===== config.mk =====
export PLATFORM = sky130hd
export DESIGN_NAME = sar_adc_ctrl
export DESIGN_NICKNAME = d
export VERILOG_FILES = /design/src/rtl/sar_adc_ctrl.sv
export SDC_FILE = /design/constraint.sdc
export NUM_CORES = 1
export LEC_CHECK = 0
export CORE_ASPECT_RATIO = 0.6
export CORE_MARGIN = 5
export CORE_UTILIZATION = 43
export DETAILED_ROUTE_END_ITERATION = 10
export PLACE_DENSITY = 0.73
export SETUP_SLACK_MARGIN = 0.4
export SYNTH_ARGS = -nofsm -noshare
export SYNTH_HDL_FRONTEND = slang
export SYNTH_SLANG_ARGS = --single-unit

===== constraint.sdc =====
create_clock -name clk -period 2.35 [get_ports clk]
set_clock_uncertainty 0.15 [all_clocks]
set_input_delay 0.47 -clock clk [delete_from_list [all_inputs] [get_ports clk]]
set_output_delay 0.47 -clock clk [all_outputs]
set_load 0.02 [all_outputs]

===== src/rtl/sar_adc_ctrl.sv =====
// Successive-approximation ADC controller: a fixed acquisition window, then an
// MSB-first binary search driven through an external DAC and comparator.
module sar_adc_ctrl #(
  parameter int WIDTH         = 8,
  parameter int SAMPLE_CYCLES = 2
) (
  input  logic             clk,
  input  logic             rst,
  input  logic             start,
  input  logic             cmp_in,
  output logic             sample,
  output logic [WIDTH-1:0] dac_code,
  output logic             busy,
  output logic             done,
  output logic [WIDTH-1:0] data_out
);

  localparam int CNT_W = (SAMPLE_CYCLES > 1) ? $clog2(SAMPLE_CYCLES) : 1;
  localparam logic [WIDTH-1:0] MSB = WIDTH'(1) << (WIDTH - 1);

  typedef enum logic [1:0] {IDLE, SAMPLE, CONVERT, DONE} state_t;

  state_t           state;
  logic [CNT_W-1:0] cnt;
  logic [WIDTH-1:0] bit_mask;  // one-hot marker of the bit currently on trial
  logic [WIDTH-1:0] resolved;

  // NOTE: every variable written here gets a default on the first line, so no latch is inferred.
  always_comb begin
    resolved = dac_code & ~bit_mask;
    if (cmp_in) resolved = resolved | bit_mask;
  end

  // NOTE: sequential state uses non-blocking assignments so every register sees pre-edge values.
  always_ff @(posedge clk) begin
    if (rst) begin
      state    <= IDLE;
      cnt      <= '0;
      bit_mask <= '0;
      sample   <= 1'b0;
      dac_code <= '0;
      busy     <= 1'b0;
      done     <= 1'b0;
      data_out <= '0;
    end else begin
      case (state)
        IDLE: begin
          if (start) begin
            state  <= SAMPLE;
            sample <= 1'b1;
            busy   <= 1'b1;
            cnt    <= CNT_W'(SAMPLE_CYCLES - 1);
          end
        end
        SAMPLE: begin
          if (cnt == '0) begin
            state    <= CONVERT;
            sample   <= 1'b0;
            bit_mask <= MSB;
            dac_code <= MSB;
          end else begin
            cnt <= cnt - CNT_W'(1);
          end
        end
        CONVERT: begin
          // dac_code already holds r | (1<<k); the comparator decides bit k.
          if (bit_mask[0]) begin
            state    <= DONE;
            done     <= 1'b1;
            data_out <= resolved;
            dac_code <= '0;
            bit_mask <= '0;
          end else begin
            bit_mask <= bit_mask >> 1;
            dac_code <= resolved | (bit_mask >> 1);
          end
        end
        DONE: begin
          state <= IDLE;
          done  <= 1'b0;
          busy  <= 1'b0;
        end
        default: state <= IDLE;
      endcase
    end
  end

endmodule


==> After elaboration in Yosys (flattened, before gate mapping) <==
Cells that the tools add are included.
{ "totals": {"ff_bits": 30, "input_bits": 4, "out_inout_bits": 19, "word_cells": 49} }
{ "classes": {"addsub": 1, "eq_ne": 6, "muxes": 18, "bitwise": 4, "reduce_logical": 12} }
{ "op_table": {"columns": ["cell", "n"], "rows": [
  ["8-bit case mux with 2 select lines", 2],
  ["8-bit two-way mux", 3],
  ["2-bit AND reduction", 5],
  ["8-bit AND", 1],
  ["8-bit inverter", 1],
  ["8-bit by 7-bit OR with 8-bit output", 1],
  ["8-bit OR", 1],
  ["1-bit case mux with 2 select lines", 4],
  ["2-bit case mux with 4 select lines", 1],
  ["2-bit nonzero test", 4],
  ["7-bit two-way mux", 1],
  ["2-bit two-way mux", 3],
  ["2-bit != test, second input constant", 3],
  ["3-bit AND reduction", 2],
  ["2-bit equality test, second input constant", 2],
  ["1-bit two-way mux", 4],
  ["2-bit by 1-bit equality test with 1-bit output, second input constant", 1],
  ["2-bit zero test", 1],
  ["1-bit subtractor, second input constant", 1]
]} }

==> Longest topological paths before layout <==
Gate-level depths: netlist of run 1.
{ "depth": {"ltp_word": 7, "mapped_depth": 7, "mapped_depth_nobuf": 5} }

==> Worst setup path after synthesis of run 1 <==
OpenSTA, ideal clock, no wires.
{ "synth_path": {"path_kind": "flip-flop to flip-flop", "from": "register state[0]", "to": "register dac_code[7]", "setup_ns": 0.119, "t_arrival_ns": 1.409, "required_ns": 2.081, "setup_slack_ns": 0.673, "path_stages_with_launch": 6, "path_buffers": 0, "synth_period_minus_slack_ns": 1.677, "cell_sequence": "dfxtp_1 > inv_1 > ha_1 > nor2_1 > nor2_4 > o221a_2"} }
{ "synth_via": {"elab_chain_len": 3, "elab_cells_between_ends": 6, "cone_classes": "eq/ne: 3; mux: 1; reduce/logical: 2"} }
{ "synth_rtl": {"columns": ["element", "line_no", "rtl"], "rows": [
  ["start: declaration", "23", "state_t state;"],
  ["start signal: assignment", "37", "state <= IDLE;"],
  ["start signal: assignment", "49", "state <= SAMPLE;"],
  ["start signal: assignment", "57", "state <= CONVERT;"],
  ["2-bit by 1-bit equality test with 1-bit output / 2-bit equality test (equally long branches)", "46", "case (state)"],
  ["2-bit != test (no line) / 2-bit nonzero test (equally long branches)", null, null],
  ["2-bit AND reduction (no line)", null, null],
  ["end signal: assignment", "75", "dac_code <= resolved | (bit_mask >> 1);"],
  ["end: declaration", "12", "output logic [WIDTH-1:0] dac_code,"]
]} }
Parallel ways exist; a longest one is shown, timed or not.
A chain may end at the register's enable or synchronous reset.

==> Final worst setup path of run 1 <==
{ "layout_path": {"from": "register dac_code[3]", "to": "output port dac_code[3]"} }
No word-level cell between the ends.

==> flow_summary.yaml, run 1 <==
cells_and_area:
  antenna_cells: 0
  layout_commonest_cell: "dfxtp_1"
  layout.nets: 201
  fin_area_um2: 1800
  final_cell_mix: "dfxtp_1 (30), a21oi_1 (22), clkdlybuf4s50_1 (20)"
  final_cells: 236
  layout-area-overhead-vs-synth_pct: 24.1
  final_util_pct: 55.3
  drive_gt1_share_pct: 9.95
logic_synthesis:
  synth_top_area_share_pct: 41.3
  synth_top_family_by_area: "compound AO/OA/AOI/OAI gates"
  synthCells: 167
  yosysSeqAreaShare_pct: 41.3
  syn_area_per_cell_um2: 8.71
  yosysUniqueCellTypes: 33
  synth_compound_area_share_pct: 22.8
  muxShareOfSynthArea_pct: 6.28
  ys_ff_latch: 30
  synth_area_leaders: "dfxtp_1 (41%), a21oi_1 (7.6%), mux2i_1 (5.5%)"
  synth_nets: 177
  ys_warn_count: 0
  synthXorXnorAreaFrac_pct: 0
  synth_area_um2: 1450
  synth_top_cell_by_area: "dfxtp_1"
  synth_fa_ha_area_share_pct: 5.16
  synth_simple_gate_area_share_pct: 19.4
cts:
  h-tree-depth: 2
  clk_latency_ns: 0.28
  clock-sinks: 30
  cts.clk_slew.worst_paths_ns: 0.06
  cts_tree: "built"
  postCtsSetupBuffers: 0
  clk_path_buf_depth: 2
  cts_buffers: 5
  root_buffer: "clkbuf_8"
sta:
  maxSlewViolCount: 0
  holdWs_ns: 0.320
  setup_viol: 0
  setup-tns-final_ns: 0
  final_hold_viol_count: 0
  rsz0062_at_grt: "true"
  post-route-period-util_pct: 80.9
  tightestPinTransition_ns: 0.331
  slew_headroom_pct: 77.9
  fmax_ghz: 0.526
  min_period_ns: 1.90
die:
  core_region_area_um2: 3260
  start_util_pct: 44.6
  die_h_um: 55.0
  dieArea_um2: 4680
  io_pins: 23
  die_x_um: 85.1
  rows: 16
global_routing:
  grt_pass1_wl_um: 5870
  grt.overflow.total: 0
  grt_max_degree: 25
  grtUsageTotal_pct: 16.3
  grt_pass1_vias: 1227
  antenna_found_initial: 0
place:
  dp.cells: 229
  gp_congestion: 0.796
  io_buffers: 22
  dpl-instance-area_um2: 1710
  hpwl_um: 2400
status:
  status: "finished clean"
drt:
  vias: 1325
  drtAntennaViolNets: 0
  remaining_drc_errors: 0
  drt_iter0_drc: 102
  drt_wl_total_um: 3450
  wl_per_cell_um: 14.6
  drt-pass1-iter-count: 4
  viasPerCell: 5.61
flow_run:
  maxCapViolCount: 0
worst_setup_path:
  cpPeakStageDelay_ns: 0.63
  crit_buf_inv: 1
  required_ns: 1.73
  worstSetupEndpointType: "primary output"
  critical_path_class: "register to primary output"
  path_cells: "clkdlybuf4s50_1"
  path_max_fanout: 4
  slowest_stage: "clkdlybuf4s50_1"
  critPathLaunchType: "register"
  arrival_ns: 1.28
  critPathTopFamily: "buffers and inverters"
power_and_ir_drop:
  vdd_drop_max_v: 0.000793
  power.leakage_uw: 0.000642
  power_density_nw_per_um2: 918
hold_path:
  hold_class: "register to register"
## worst register-to-register path: stages, from the launching register on
cell	delay, ns
dfxtp_1	0.38
inv_1	0.12
ha_1	0.30
nand2_1	0.29
buf_4	0.22
nand3_1	0.12
o21ai_0	0.17
## flip-flops by register name (all words and copies together) (netlist names)
name and cells:
bit_mask 8, busy 1, cnt 1, dac_code 8, data_out 8, done 1, sample 1, state 2
## layout make-up
class	count	area (um^2)
clock buffer	7	76.3
fill	290	1460
inverter	4	15.0
multi-input combinational	123	793
sequential	30	601
tap	45	56.3
timing repair buffer	27	263
## final timing paths
path	from	endpoint	slack [ns]	cells after the start
setup reg to reg	state[1]	dac_code[0]	0.53	6
hold / removal	data_out[0]	data_out[0]	0.32	2
setup / recovery	dac_code[3]	dac_code[3]	0.45	1
hold reg to reg	data_out[0]	data_out[0]	0.32	2
## cells in the mapped netlist, drive strengths merged
| cell | instances |
|---|---|
| nand2 | 13 |
| o221ai | 6 |
| inv | 4 |
| a22oi | 1 |
| nor2 | 9 |
| nor2b | 3 |
| a21bo | 1 |
| nand2b | 2 |
| o21bai | 1 |
| a221oi | 1 |
| nor3b | 7 |
| o311ai | 1 |
| mux2 | 1 |
| o21ai | 16 |
| a21oi | 22 |
| o21a | 1 |
| dfxtp | 30 |
| clkbuf | 3 |
| nor4bb | 1 |
| a31oi | 2 |
| o221a | 1 |
| nand3 | 16 |
| and2 | 2 |
| buf | 7 |
| ha | 6 |
| a211oi | 2 |
| mux2i | 8 |
## power by group
part	switching, uW	total (uW)	internal (uW)
sequential	65.2	629	564
clock	182	385	203
combinational	379	641	263
## per-layer routing
metal | vias up | routed length, um | track usage (%)
met3 | 5 | 198 | 5.03
li1 | 654 | - | -
met5 | - | 0 | 0
met2 | 41 | 1470 | 24.4
met4 | 0 | 40 | 6.84
met1 | 625 | 1740 | 21.9
## kinds of logic after synthesis
kind of cell | Yosys count
AOI/OAI and AO/OA | 55
and+or+nand+nor | 53
DFF | 30
buffers and inverters | 14
muxes | 9
adders and majority gates | 6
## stage by stage
| stage | worst slack [ns] | total power [uW] |
|---|---|---|
| 3_5_place_dp | 0.386 | 1260 |
| 6_report | 0.450 | 1660 |
| 3_3_place_gp | 0.433 | 1230 |
| 2_1_floorplan | 0.673 | 1070 |
| 5_1_grt | 0.383 | 1770 |
| 4_1_cts | 0.429 | 1640 |
## timing repair
| item | in CTS | in global routing |
|---|---|---|
| gates resized for setup | 0 | 5 |
| endpoints found under the setup margin | 0 | 12 |
| hold buffers | 0 | 0 |
Note: power is estimated with default switching activity, not from simulation.
==> run 2, diff against run 1 <==
PLACE_DENSITY = 0.76   (was 0.73)
clock period = 1.6 ns   (was 2.35 ns; I/O delays follow)
==> flow_summary.yaml, run 2 (synthesis results as in run 1) <==
status:
  status: "finished, violations left"
  violations: "setup timing"
die:
  start_util_pct: 44.6
  rows: 16
  die_x_um: 85.1
  io_pins: 23
  die_h_um: 55.0
  dieArea_um2: 4680
  core_region_area_um2: 3260
drt:
  drtAntennaViolNets: 0
  wl_per_cell_um: 19.9
  drt_iter0_drc: 133
  vias: 1610
  drt-met1-wl_um: 2490
  remaining_drc_errors: 0
  wl_met2_um: 2530
  drt-pass1-iter-count: 5
  route.met3.wl_um: 417
  viasPerCell: 5.73
  top_layer_used: "met4"
  drt_wl_total_um: 5590
power_and_ir_drop:
  power.leakage_uw: 0.000956
  vdd_drop_max_v: 0.000992
  power_density_nw_per_um2: 1340
  p_total_uw: 3460
sta:
  tightestPinTransition_ns: 0.373
  setup_viol: 3
  min_period_ns: 1.65
  layout_setup_ws_ns: -0.0466
  holdWs_ns: 0.373
  maxSlewViolCount: 0
  final_hold_viol_count: 0
  fmax_ghz: 0.607
  rsz0062_at_grt: "true"
  post-route-period-util_pct: 103
  slew_headroom_pct: 74.4
global_routing:
  grt.overflow.total: 0
  antenna_found_initial: 0
  grtUsageTotal_pct: 22.2
  grt_max_degree: 11
  grt_pass1_vias: 1524
  grt_pass1_wl_um: 7720
flow_run:
  maxCapViolCount: 0
worst_setup_path:
  worstSetupEndpointType: "register"
  required_ns: 1.60
  cpPeakStageDelay_ns: 0.38
  cp-startpoint: "state[0]"
  critPathTopFamily: "compound AO/OA/AOI/OAI gates"
  path_cells: "buf_12 -> ha_4 -> and2_4 -> o311ai_2 -> o21ai_1"
  arrival_ns: 1.65
  path_max_fanout: 8
  slowest_stage: "dfxtp_4"
  crit_buf_inv: 1
  critPathLaunchType: "register"
  crit_cells: 5
  reg2reg_depth: 5
  r2r_end: "dac_code[0]"
  r2r_setup_slack_ns: -0.05
  setup.worst_path.end: "dac_code[0]"
  critical_path_class: "register to register"
  r2r-start: "state[0]"
hold_path:
  hold_class: "register to register"
cts:
  cts.clk_slew.worst_paths_ns: 0.08
  clk_path_buf_depth: 2
  cts_hold_buf: 0
  cts_tree: "built"
  clock-sinks: 30
  cts_buffers: 5
  root_buffer: "clkbuf_8"
  h-tree-depth: 2
  clk_latency_ns: 0.29
cells_and_area:
  reg.largest.list: "bit_mask x8, dac_code x8, data_out x8"
  layout_commonest_cell: "buf_4"
  final_util_pct: 78.9
  drive_gt1_share_pct: 66.9
  layout.nets: 245
  final_cell_mix: "buf_4 (34), buf_6 (27), dfxtp_2 (17)"
  n_fill_cell: 212
  layout-area-overhead-vs-synth_pct: 77.0
  antenna_cells: 0
place:
  dp_slack_ns: -0.169
  gp_congestion: 0.893
  hpwl_um: 2920
  io_buffers: 22
run 2: per-stage QoR:
| step | TNS, ns | cells | cell area, um^2 |
|---|---|---|---|
| 2_1_floorplan | 0 | 167 | 1590 |
| 3_3_place_gp | -0.257 | 244 | 1940 |
| 3_5_place_dp | -1.23 | 244 | 1940 |
| 4_1_cts | 0 | 270 | 2350 |
| 5_1_grt | -0.317 | 281 | 2570 |
| 6_report | -0.0492 | 281 | 2570 |
run 2: area by class of cell:
| cell class | instances | area [um^2] | area share [%] |
|---|---|---|---|
| clock buffer | 6 | 82.6 | 3.21 |
| inverter | 4 | 22.5 | 0.875 |
| multi-input combinational | 125 | 1100 | 42.8 |
| tap | 45 | 56.3 | 2.19 |
| clock inverter | 2 | 12.5 | 0.486 |
| sequential | 30 | 633 | 24.6 |
| timing repair buffer | 69 | 664 | 25.8 |
run 2: worst min-delay path by stage:
| stage | start | end | slack, ns | depth (start not counted) |
|---|---|---|---|---|
| after global routing | data_out[2] | data_out[2] | 0.40 | 2 |
| after detailed placement | data_out[0] | data_out[0] | 0.32 | 2 |
| after CTS | done | done | 0.32 | 2 |
| final | data_out[5] | data_out[5] | 0.37 | 2 |
| after global placement | busy | busy | 0.31 | 2 |
| after floorplan | bit_mask[0] | bit_mask[0] | 0.33 | 2 |
run 2: metal layers:
layer | global-route usage [%] | up-vias
met5 | 0 | -
met4 | 6.32 | 0
met3 | 7.69 | 20
met2 | 37.9 | 84
met1 | 27.2 | 755
li1 | - | 751
run 2: worst register-to-register path: cells and delay by family, from the launching register on:
family | cells | cell delay [ns]
compound gates | 2 | 0.45
flops | 1 | 0.38
simple gates | 1 | 0.20
fa+ha+maj | 1 | 0.19
buf+inv | 1 | 0.14
run 2: power by group:
group	internal [uW]	total, uW	leakage, uW	switching, uW
clock	346	662	0.0000472	317
combinational	878	1800	0.000655	924
sequential	848	992	0.000253	144
run 2: what timing repair did:
item | CTS | global route
cloned | 3 | 0
resized for setup | 159 | 36
setup endpoints to repair | 49 | 49
buffers inserted | 15 | 11
pin swaps | 12 | 5
==> run 3, diff against run 2 <==
SKIP_CTS_REPAIR_TIMING = 1   (was unset)
==> flow_summary.yaml, run 3 (synthesis results as in run 1) <==
cells_and_area:
  final_cell_mix: "buf_4 (37), buf_6 (24), dfxtp_2 (18)"
  layout_commonest_cell: "buf_4"
  antenna_cells: 0
  drive_gt1_share_pct: 61.4
  layout.nets: 242
  reg.largest.list: "bit_mask x8, dac_code x8, data_out x8"
  final_util_pct: 77.0
  layout-area-overhead-vs-synth_pct: 72.7
worst_setup_path:
  r2r_end: "bit_mask[6]"
  path_cells: "inv_4 -> ha_4 -> buf_4 -> nor2_4 -> buf_6 -> o21ai_2 -> a21oi_1"
  r2r_setup_slack_ns: -0.03
  worstSetupEndpointType: "register"
  arrival_ns: 1.66
  crit_buf_inv: 3
  cp-startpoint: "state[0]"
  critPathLaunchType: "register"
  reg2reg_depth: 7
  r2r-start: "state[0]"
  critical_path_class: "register to register"
  crit_cells: 7
  required_ns: 1.63
  path_max_fanout: 8
  critPathTopFamily: "flip-flops"
  cpPeakStageDelay_ns: 0.40
  slowest_stage: "dfxtp_4"
cts:
  root_buffer: "clkbuf_8"
  h-tree-depth: 2
  cts.clk_slew.worst_paths_ns: 0.07
  cts_tree: "built"
  clk_latency_ns: 0.28
  cts_buffers: 5
  clock-sinks: 30
  clk_path_buf_depth: 2
power_and_ir_drop:
  power_density_nw_per_um2: 1410
  power.leakage_uw: 0.000967
  p_total_uw: 3530
  vdd_drop_max_v: 0.000822
hold_path:
  hold_class: "register to register"
  min_to: "done"
  worstHoldStart: "done"
  holdPathStages: 2
sta:
  setup-tns-final_ns: -0.0661
  slew_headroom_pct: 68.7
  setup_viol: 3
  tightestPinTransition_ns: 0.469
  layout_setup_ws_ns: -0.0309
  final_hold_viol_count: 0
  fmax_ghz: 0.613
  min_period_ns: 1.63
  rsz0062_at_grt: "true"
  maxSlewViolCount: 0
  post-route-period-util_pct: 102
global_routing:
  antenna_found_initial: 0
  grt_pass1_wl_um: 6530
  grt.overflow.total: 0
  grtUsageTotal_pct: 18.4
  grt_max_degree: 18
  grt_pass1_vias: 1406
die:
  die_h_um: 55.0
  core_region_area_um2: 3260
  rows: 16
  start_util_pct: 44.6
  io_pins: 23
  die_x_um: 85.1
  dieArea_um2: 4680
place:
  io_buffers: 22
  hpwl_um: 2920
  gp_congestion: 0.893
drt:
  drt_iter0_drc: 222
  wl_per_cell_um: 19.6
  vias: 1645
  drt-pass1-iter-count: 5
  viasPerCell: 5.92
  drtAntennaViolNets: 0
  drt_wl_total_um: 5450
  remaining_drc_errors: 0
status:
  status: "finished, violations left"
  violations: "setup timing"
flow_run:
  maxCapViolCount: 0
[run 3: cell types whose count changed in the layout (fill, tap and decap cells not counted), moves of 3 or more]
cell	previous run	this run
a21oi_1	8	17
a21oi_2	14	5
o21ai_1	3	7
buf_4	34	37
buf_6	27	24
o221ai_1	3	0
o221ai_2	3	6
[run 3: layer usage]
layer	global-route usage, %	wire length [um]	up-vias
met5	0	0	-
met4	6.58	172	0
met3	6.51	457	20
met2	28.4	2450	96
met1	24.1	2370	791
li1	-	-	738
[run 3: area by class of cell]
| class | count | area [um^2] |
|---|---|---|
| Clock buffer | 6 | 82.6 |
| Clock inverter | 2 | 12.5 |
| Tap cell | 45 | 56.3 |
| Fill cell | 208 | 752 |
| Sequential cell | 30 | 631 |
| Multi-Input combinational cell | 123 | 1050 |
| Inverter | 4 | 22.5 |
| Timing Repair Buffer | 68 | 656 |
[run 3: worst register-to-register path, cell delays in order, from the launching register on]
cell	delay (ns)
dfxtp_4	0.40
inv_4	0.06
ha_4	0.17
buf_4	0.16
nor2_4	0.13
buf_6	0.16
o21ai_2	0.06
a21oi_1	0.24
[run 3: how the worst max path moves through the flow]
stage / endpoint / slack [ns]
6_report: bit_mask[6] / -0.03
3_5_place_dp: sample / -0.17
2_1_floorplan: dac_code[0] / 0.14
3_3_place_gp: state[0] / -0.07
4_1_cts: dac_code[4] / -0.17
5_1_grt: state[1] / -0.07
[run 3: power breakdown]
group	total [uW]	internal (uW)	switching, uW
Combinational	1890	938	954
Clock	647	345	301
Sequential	990	850	140
[run 3: per-stage QoR]
step | hold slack (ns) | cell area [um^2] | instances | worst slack, ns
finish | 0.327 | 2510 | 278 | -0.0309
global route | 0.343 | 2510 | 278 | -0.0672
CTS | 0.330 | 2040 | 252 | -0.167
detailed placement | 0.319 | 1940 | 244 | -0.169
global placement | 0.311 | 1940 | 244 | -0.0708
floorplan | 0.331 | 1590 | 167 | 0.139
